### src/rtl/tdm_pkg.sv
// Shared types and defaults for the TDM receive path.
// Combinational helpers only; no latency, no backpressure.
package tdm_pkg;

  typedef enum logic {
    HUNT = 1'b0,
    LOCK = 1'b1
  } state_e;

  localparam int N_CH_DEF = 4;
  localparam int DW_DEF   = 8;

  function automatic int last_slot(input int n_ch);
    return n_ch - 1;
  endfunction

endpackage

### src/rtl/tdm_slot_ctr.sv
// Slot index counter that wraps explicitly after the last slot.
// Updates one cycle after a control strobe; holds when no strobe (no backpressure).
module tdm_slot_ctr
  import tdm_pkg::*;
#(
  parameter  int N_CH = N_CH_DEF,
  localparam int SW   = $clog2(N_CH)
) (
  input  logic          clk,
  input  logic          rst,
  input  logic          adv,
  input  logic          load1,
  input  logic          clr,
  output logic [SW-1:0] slot,
  output logic          last
);

  localparam logic [SW-1:0] LAST_IDX = SW'(last_slot(N_CH));

  assign last = (slot == LAST_IDX);

  // clr beats load1 beats adv; wrap is explicit so odd N_CH never overflows
  always_ff @(posedge clk or posedge rst) begin
    if (rst) begin
      slot <= '0;
    end else if (clr) begin
      slot <= '0;
    end else if (load1) begin
      slot <= SW'(1);
    end else if (adv) begin
      slot <= last ? '0 : slot + SW'(1);
    end
  end

endmodule

### src/rtl/tdm_demux.sv
// TDM demux: aligns to sync, gathers N_CH words, publishes a coherent frame (TDM_FRAME_CNT_EN adds frame_cnt/cnt_clr).
// Latency 1 clk from last-slot sample to dout/frame_valid; en low holds all state (no backpressure).
module tdm_demux
  import tdm_pkg::*;
#(
  parameter  int N_CH = N_CH_DEF,
  parameter  int DW   = DW_DEF,
  localparam int SW   = $clog2(N_CH)
) (
  input  logic               clk,
  input  logic               rst,
  input  logic               en,
  input  logic               sync,
  input  logic [DW-1:0]      din,
  output logic [N_CH*DW-1:0] dout,
  output logic               frame_valid,
  output logic               frame_err,
  output logic               locked,
  output logic [SW-1:0]      slot
`ifdef TDM_FRAME_CNT_EN
  ,
  input  logic               cnt_clr,
  output logic [15:0]        frame_cnt
`endif
);

  state_e              state, state_d;
  logic                adv, load1, clr, last;
  logic                wr_en, pub, err;
  logic [SW-1:0]       wr_idx;
  logic [DW-1:0]       shadow [N_CH-1];
  logic [N_CH*DW-1:0]  pub_word;

  tdm_slot_ctr #(.N_CH(N_CH)) u_slot_ctr (
    .clk   (clk),
    .rst   (rst),
    .adv   (adv),
    .load1 (load1),
    .clr   (clr),
    .slot  (slot),
    .last  (last)
  );

  always_ff @(posedge clk or posedge rst) begin
    if (rst) begin
      state <= HUNT;
    end else begin
      state <= state_d;
    end
  end

  always_comb begin
    state_d = state;
    adv     = 1'b0;
    load1   = 1'b0;
    clr     = 1'b0;
    wr_en   = 1'b0;
    wr_idx  = slot;
    pub     = 1'b0;
    err     = 1'b0;
    if (en) begin
      case (state)
        HUNT: begin
          if (sync) begin
            wr_en   = 1'b1;
            wr_idx  = '0;
            load1   = 1'b1;
            state_d = LOCK;
          end
        end
        default: begin
          if (slot == '0) begin
            if (sync) begin
              wr_en  = 1'b1;
              wr_idx = '0;
              load1  = 1'b1;
            end else begin
              err     = 1'b1;
              clr     = 1'b1;
              state_d = HUNT;
            end
          end else if (sync) begin
            // early sync: restart the frame on this word, drop what was gathered
            err    = 1'b1;
            wr_en  = 1'b1;
            wr_idx = '0;
            load1  = 1'b1;
          end else begin
            wr_en = !last;
            adv   = 1'b1;
            pub   = last;
          end
        end
      endcase
    end
  end

  always_ff @(posedge clk or posedge rst) begin
    if (rst) begin
      for (int k = 0; k < N_CH - 1; k++) shadow[k] <= '0;
    end else if (wr_en) begin
      for (int k = 0; k < N_CH - 1; k++) begin
        if (wr_idx == SW'(k)) shadow[k] <= din;
      end
    end
  end

  // last slot goes straight from din so the whole frame lands in one edge
  always_comb begin
    pub_word = '0;
    for (int k = 0; k < N_CH - 1; k++) pub_word[k*DW +: DW] = shadow[k];
    pub_word[(N_CH-1)*DW +: DW] = din;
  end

  always_ff @(posedge clk or posedge rst) begin
    if (rst) begin
      dout        <= '0;
      frame_valid <= 1'b0;
      frame_err   <= 1'b0;
    end else begin
      frame_valid <= pub;
      frame_err   <= err;
      if (pub) dout <= pub_word;
    end
  end

  assign locked = (state == LOCK);

`ifdef TDM_FRAME_CNT_EN
  always_ff @(posedge clk or posedge rst) begin
    if (rst) begin
      frame_cnt <= '0;
    end else if (cnt_clr) begin
      frame_cnt <= '0;
    end else if (pub) begin
      frame_cnt <= frame_cnt + 16'd1;
    end
  end
`endif

endmodule

### config.mk
export PLATFORM = sky130hd
export DESIGN_NAME = tdm_demux
export DESIGN_NICKNAME = d
export VERILOG_FILES = /design/src/rtl/tdm_pkg.sv /design/src/rtl/tdm_slot_ctr.sv /design/src/rtl/tdm_demux.sv
export SDC_FILE = /design/constraint.sdc
export NUM_CORES = 1
export LEC_CHECK = 0
export ABC_AREA = 1
export BUFFER_PORTS_ARGS = -buffer_cell sky130_fd_sc_hd__buf_4
export CORE_MARGIN = 2
export CORE_UTILIZATION = 51
export CTS_BUF_LIST = sky130_fd_sc_hd__clkbuf_8
export DETAILED_ROUTE_END_ITERATION = 12
export PLACE_DENSITY = 0.77
export SYNTH_ARGS = -nofsm -noshare
export SYNTH_HDL_FRONTEND = slang
export SYNTH_HIERARCHICAL = 1
export SYNTH_SLANG_ARGS = --single-unit
export TNS_END_PERCENT = 10
### constraint.sdc
create_clock -name clk -period 1.9 [get_ports clk]
set_input_delay 0.38 -clock clk [delete_from_list [all_inputs] [get_ports clk]]
set_output_delay 0.38 -clock clk [all_outputs]
set_load 0.02 [all_outputs]
# [Yosys cells after proc, flatten, opt, wreduce, memory -nomap -nowiden]
# Index checks and enable logic that the tools add are counted.
[totals] wordCells=47 in_bits=12 ff_bits=61
[classes] n_mux=28 reduce_logical=7 eq_ne=3 add_sub_neg=1
[ops] cell="1-bit two-way mux" count=22
[ops] cell="2-bit two-way mux" count=6
[ops] cell="2-bit AND reduction" count=3
[ops] cell="2-bit == test, second input constant" count=2
[ops] cell="2-bit zero test" count=2
[ops] cell="3-bit nonzero test" count=1
[ops] cell="2-bit by 1-bit adder with 2-bit output, second input constant" count=1
[ops] cell="2-bit by 1-bit == test with 1-bit output, second input constant" count=1
[ops] cell="1-bit zero test" count=1

# [Depth between registers and ports, before layout]
[logic_depth] ltp_word=7 ltp_mapped=10 ltp_nobuf=9

# [Cells and area by module]
# The synthesis kept the hierarchy.
[by_module_without_submodules] mod="tdm_demux" seq_area_each_um2=1476.4 cells_per_inst=270 area_each_um2=2454.9 n_inst=1
[by_module_without_submodules] mod="tdm_slot_ctr" seq_area_each_um2=50.0 cells_per_inst=16 area_each_um2=121.4 n_inst=1

# [Worst setup path after synthesis]
# Ideal clock, no wire load.
[synth_path] kind="register to register" from="register u_slot_ctr.slot[0]" to="register shadow, in the netlist pub_word[10]" stages_incl_launch_ff=7 required_ns=1.782 arrival_ns=1.418 path_slack_ns=0.364 synth_period_minus_slack_ns=1.536 cell_sequence="dfrtp_1 ha_1 buf_2 clkinv_1 clkbuf_1 nand4_1 nand2_1"
[synth_between] elab_chain_len=7
[synth_rtl] item="start, declared" line="tdm_slot_ctr.sv:14" text="output logic [SW-1:0] slot,"
[synth_rtl] item="start signal, assigned" line="tdm_slot_ctr.sv:31" text="slot <= last ? '0 : slot + SW'(1);"
[synth_rtl] item="2-bit == test" line="tdm_slot_ctr.sv:20" text="assign last = (slot == LAST_IDX);"
[synth_rtl] item="net last" line="tdm_demux.sv:28" text="logic adv, load1, clr, last;"
[synth_rtl] item="1-bit zero test" line="tdm_demux.sv:89" text="wr_en = !last;"
[synth_rtl] item="1-bit two-way mux" line="tdm_demux.sv:82" text="end else if (sync) begin"
[synth_rtl] item="1-bit two-way mux" line="tdm_demux.sv:72" text="if (slot == '0) begin"
[synth_rtl] item="1-bit two-way mux" line="tdm_demux.sv:62" text="case (state)"
[synth_rtl] item="1-bit two-way mux" line="tdm_demux.sv:61" text="if (en) begin"
[synth_rtl] item="2-bit AND reduction (no line)"
[synth_rtl] item="end signal, assigned by index" line="tdm_demux.sv:103" text="if (wr_idx == SW'(k)) shadow[k] <= din;"
[synth_rtl] item="end, declared" line="tdm_demux.sv:31" text="logic [DW-1:0] shadow [N_CH-1];"
# The timed path passes the listed nets, and every way through them passes these cells.
# A chain may end at the register's enable or synchronous reset.

# [Worst setup path after layout]
[layout_path] from="register u_slot_ctr.slot[0]" to="register shadow, in the netlist pub_word[21]"
# The elaborated chain is that of the path after synthesis.

==> results_dict.tcl <==
set metrics [dict create \
    status "complete, no violations" \
    drt-total-wl_mm 5.914 \
    clkPwrFrac 0.298 \
    cp.required_ns 2.18 \
    viasPerCell 5.321 \
    grt_overflow_total 0 \
    worstPathMaxFanout 11 \
    yosys-top-cells-area "dfrtp_1 59%, nand2_1 19%, nand4_1 12%" \
    utilization 0.6805 \
    synth-seq-cells 61 \
    comb_power_share 0.263 \
    postCtsHoldBufs 1 \
    grt_pass1_vias 2091 \
    fp-row-count 25 \
    grt_pass1_wl_mm 9.956 \
    cts.sink_count 61 \
    htreeDepth 3 \
    muxShareOfSynthArea 0 \
    swShare 0.3399 \
    fin_total_pwr_uw 4180 \
    cts_max_path_buffers 2 \
    netlist.area_leader.share 0.5925 \
    cts_resized 0 \
    final_area_um2 3257 \
    holdPathStages 3 \
    finalSetupTns_ns 0 \
    dp_hpwl_mm 3.976 \
    die-height_um 75.08 \
    syn_nets 300 \
    initial_core_util 0.5383 \
    nets 356 \
    final_hold_viol_count 0 \
    tightest_slew_ns 0.4480 \
    yosys.area_share.simple 0.3400 \
    yosysSeqAreaShare 0.5925 \
    critical_path_arrival_ns 1.87 \
    yosys.area.top_type "dfrtp_1" \
    ant_nets 0 \
    ir_drop_v 0.0007921 \
    fin_crit_sh 0.8359 \
    power.net_switching_uw 1421 \
    io_buffer_count 48 \
    rsz0062_at_grt "no" \
    ctsRootBufferMaster "clkbuf_8" \
    synth_fa_ha_area_frac 0.009713 \
    place.gp.congestion 0.8028 \
    drt-pass1-iter-count 4 \
    synth_top_family_by_area "simple AND/OR/NAND/NOR gates" \
    skew_ns 0.007060 \
    critical_path_class "flip-flop to flip-flop" \
    timing.rr.end "pub_word[21]$_DFFE_PP0P_" \
    max_freq_mhz 629.7 \
    worstSetupStartpoint "u_slot_ctr/slot[0]$_DFFE_PP0P_" \
    drv_cap 0 \
    synth_xor_area_frac 0 \
    internal_power_uw 2759 \
    cts_tree "done" \
    track_usage 0.2460 \
    drcViolationCount 0 \
    core-area_um2 4786 \
    vias 2203 \
    finalSetupViolations 0 \
    worstSetupEndpointType "flip-flop" \
    synth_area_per_cell_um2 9.008 \
    cts_setup_buffers 0 \
    finalCriticalPeriod_ns 1.588 \
    clk_latency_ns 0.34 \
    worstReg2RegStart "u_slot_ctr/slot[0]$_DFFE_PP0P_" \
    fp.dieW_um 75.08 \
    wire_per_inst_um 14.29 \
    p_leak_uw 0.001828 \
    drtIter0Drc 154 \
    num_antenna_cells 0 \
    synthesis.area_um2 2576 \
    synth_cells 286 \
    cts_buffers 9 \
    synth_compound_area_frac 0.004371 \
    hp-class "input port to flip-flop" \
    design.portCount 49 \
    syn2layout_area_growth_pct 26.42 \
    endpoint "pub_word[21]$_DFFE_PP0P_" \
    drv_slew 0 \
    power_density_nw_per_um2 1283 \
    yosys_warnings 6 \
    startpoint_type "flip-flop" \
    ff2ff_path_depth 5 \
    slew-limit-headroom 0.7013 \
    grt_max_degree 38 \
    die_area_um2 5636 \
    r2r_setup_slack_ns 0.31 \
    ys_types 19 \
    antenna_found_initial 0 \
    postPlaceCellArea_um2 3033 \
    clkTransAtPathRegs_ns 0.07 \
    final_layout_size_suffix_gt1_frac 0.2478 \
    seqPwrFrac 0.439 \
]
[layout make-up]
type | instances | area, um^2
fillers | 405 | 1529
flip-flops and latches | 61 | 1526
well taps | 67 | 83.83
clock buffers | 9 | 123.9
multi-input cells | 194 | 912.1
repair buffers | 62 | 467.9
inverters | 14 | 52.55
clock inverters | 7 | 90.09
[sequential cells by signal (all words and copies together) (netlist names)]
register and cells:
dout 32, frame_err 1, frame_valid 1, locked 1, pub_word 24, u_slot_ctr/slot 2
[cells in the mapped netlist, drive strengths merged]
| master | number |
|---|---|
| buf | 10 |
| clkbuf | 7 |
| clkinv | 2 |
| dfrtp | 61 |
| ha | 2 |
| inv | 12 |
| nand2 | 130 |
| nand3 | 4 |
| nand4 | 49 |
| nor2 | 7 |
| o21ai | 1 |
| o22ai | 1 |
[power groups by stage]
stage,Sequential (uW),Combinational [uW],Clock (uW)
floorplan,1960,564,0
global placement,1840,1060,0
detailed placement,1840,1100,0
CTS,1830,1100,1260
global route,1870,1240,1310
finish,1830,1100,1250
[worst max-delay path, cell delays in order, from the launching register on]
cell      delay (ns)
dfrtp_1         0.47
ha_1            0.28
clkinv_1        0.28
nand3_1         0.34
nand2_1         0.09
nand2_1         0.08
[worst min-delay path by stage]
stage	start	endpoint	slack [ns]
2_1_floorplan	rst	u_slot_ctr/slot[0]$_DFFE_PP0P_	0.12
3_3_place_gp	rst	u_slot_ctr/slot[0]$_DFFE_PP0P_	0.26
3_5_place_dp	rst	u_slot_ctr/slot[0]$_DFFE_PP0P_	0.27
4_1_cts	din[6]	pub_word[6]$_DFFE_PP0P_	0.27
5_1_grt	din[6]	pub_word[6]$_DFFE_PP0P_	0.27
6_report	din[6]	pub_word[6]$_DFFE_PP0P_	0.28
[layer usage]
layer / wire length [um] / global-route usage
met1: 2508 / 0.3183
met5: 0 / 0
met4: 116 / 0.1131
met3: 366 / 0.07631
met2: 2923 / 0.3811
[per-stage QoR]
step / instances / hold WS [ns] / setup slack [ns]
CTS: 414 / 0.2687 / 0.3256
floorplan: 286 / 0.1212 / 0.06366
finish: 414 / 0.2788 / 0.3118
detailed placement: 397 / 0.2658 / 0.2989
global route: 414 / 0.2673 / 0.09353
global placement: 397 / 0.2588 / 0.3986
[cells in the final DEF, fill, tap and decap left out]
cell type / n
inv_1: 10
buf_4: 61
inv_2: 2
nand2_1: 128
nor2_2: 1
o21ai_0: 1
nand4_1: 49
dfrtp_1: 61
nand3_1: 3
nand2_2: 2
nand3_2: 1
nor2_4: 3
clkinv_2: 3
dlygate4sd3_1: 1
clkbuf_8: 9
bufinv_16: 2
clkinvlp_4: 2
nor2_1: 3
o22ai_1: 1
clkinv_1: 2
ha_1: 2
[kinds of logic (layout without fill, tap and decap cells)]
| kind of cell | after synthesis | count (layout) |
|---|---|---|
| flops | 61 | 61 |
| compound gates | 2 | 2 |
| fa+ha+maj | 2 | 2 |
| simple gates | 190 | 190 |
| buf+inv | 31 | 92 |
No activity file was read; power rests on OpenSTA's default activity.
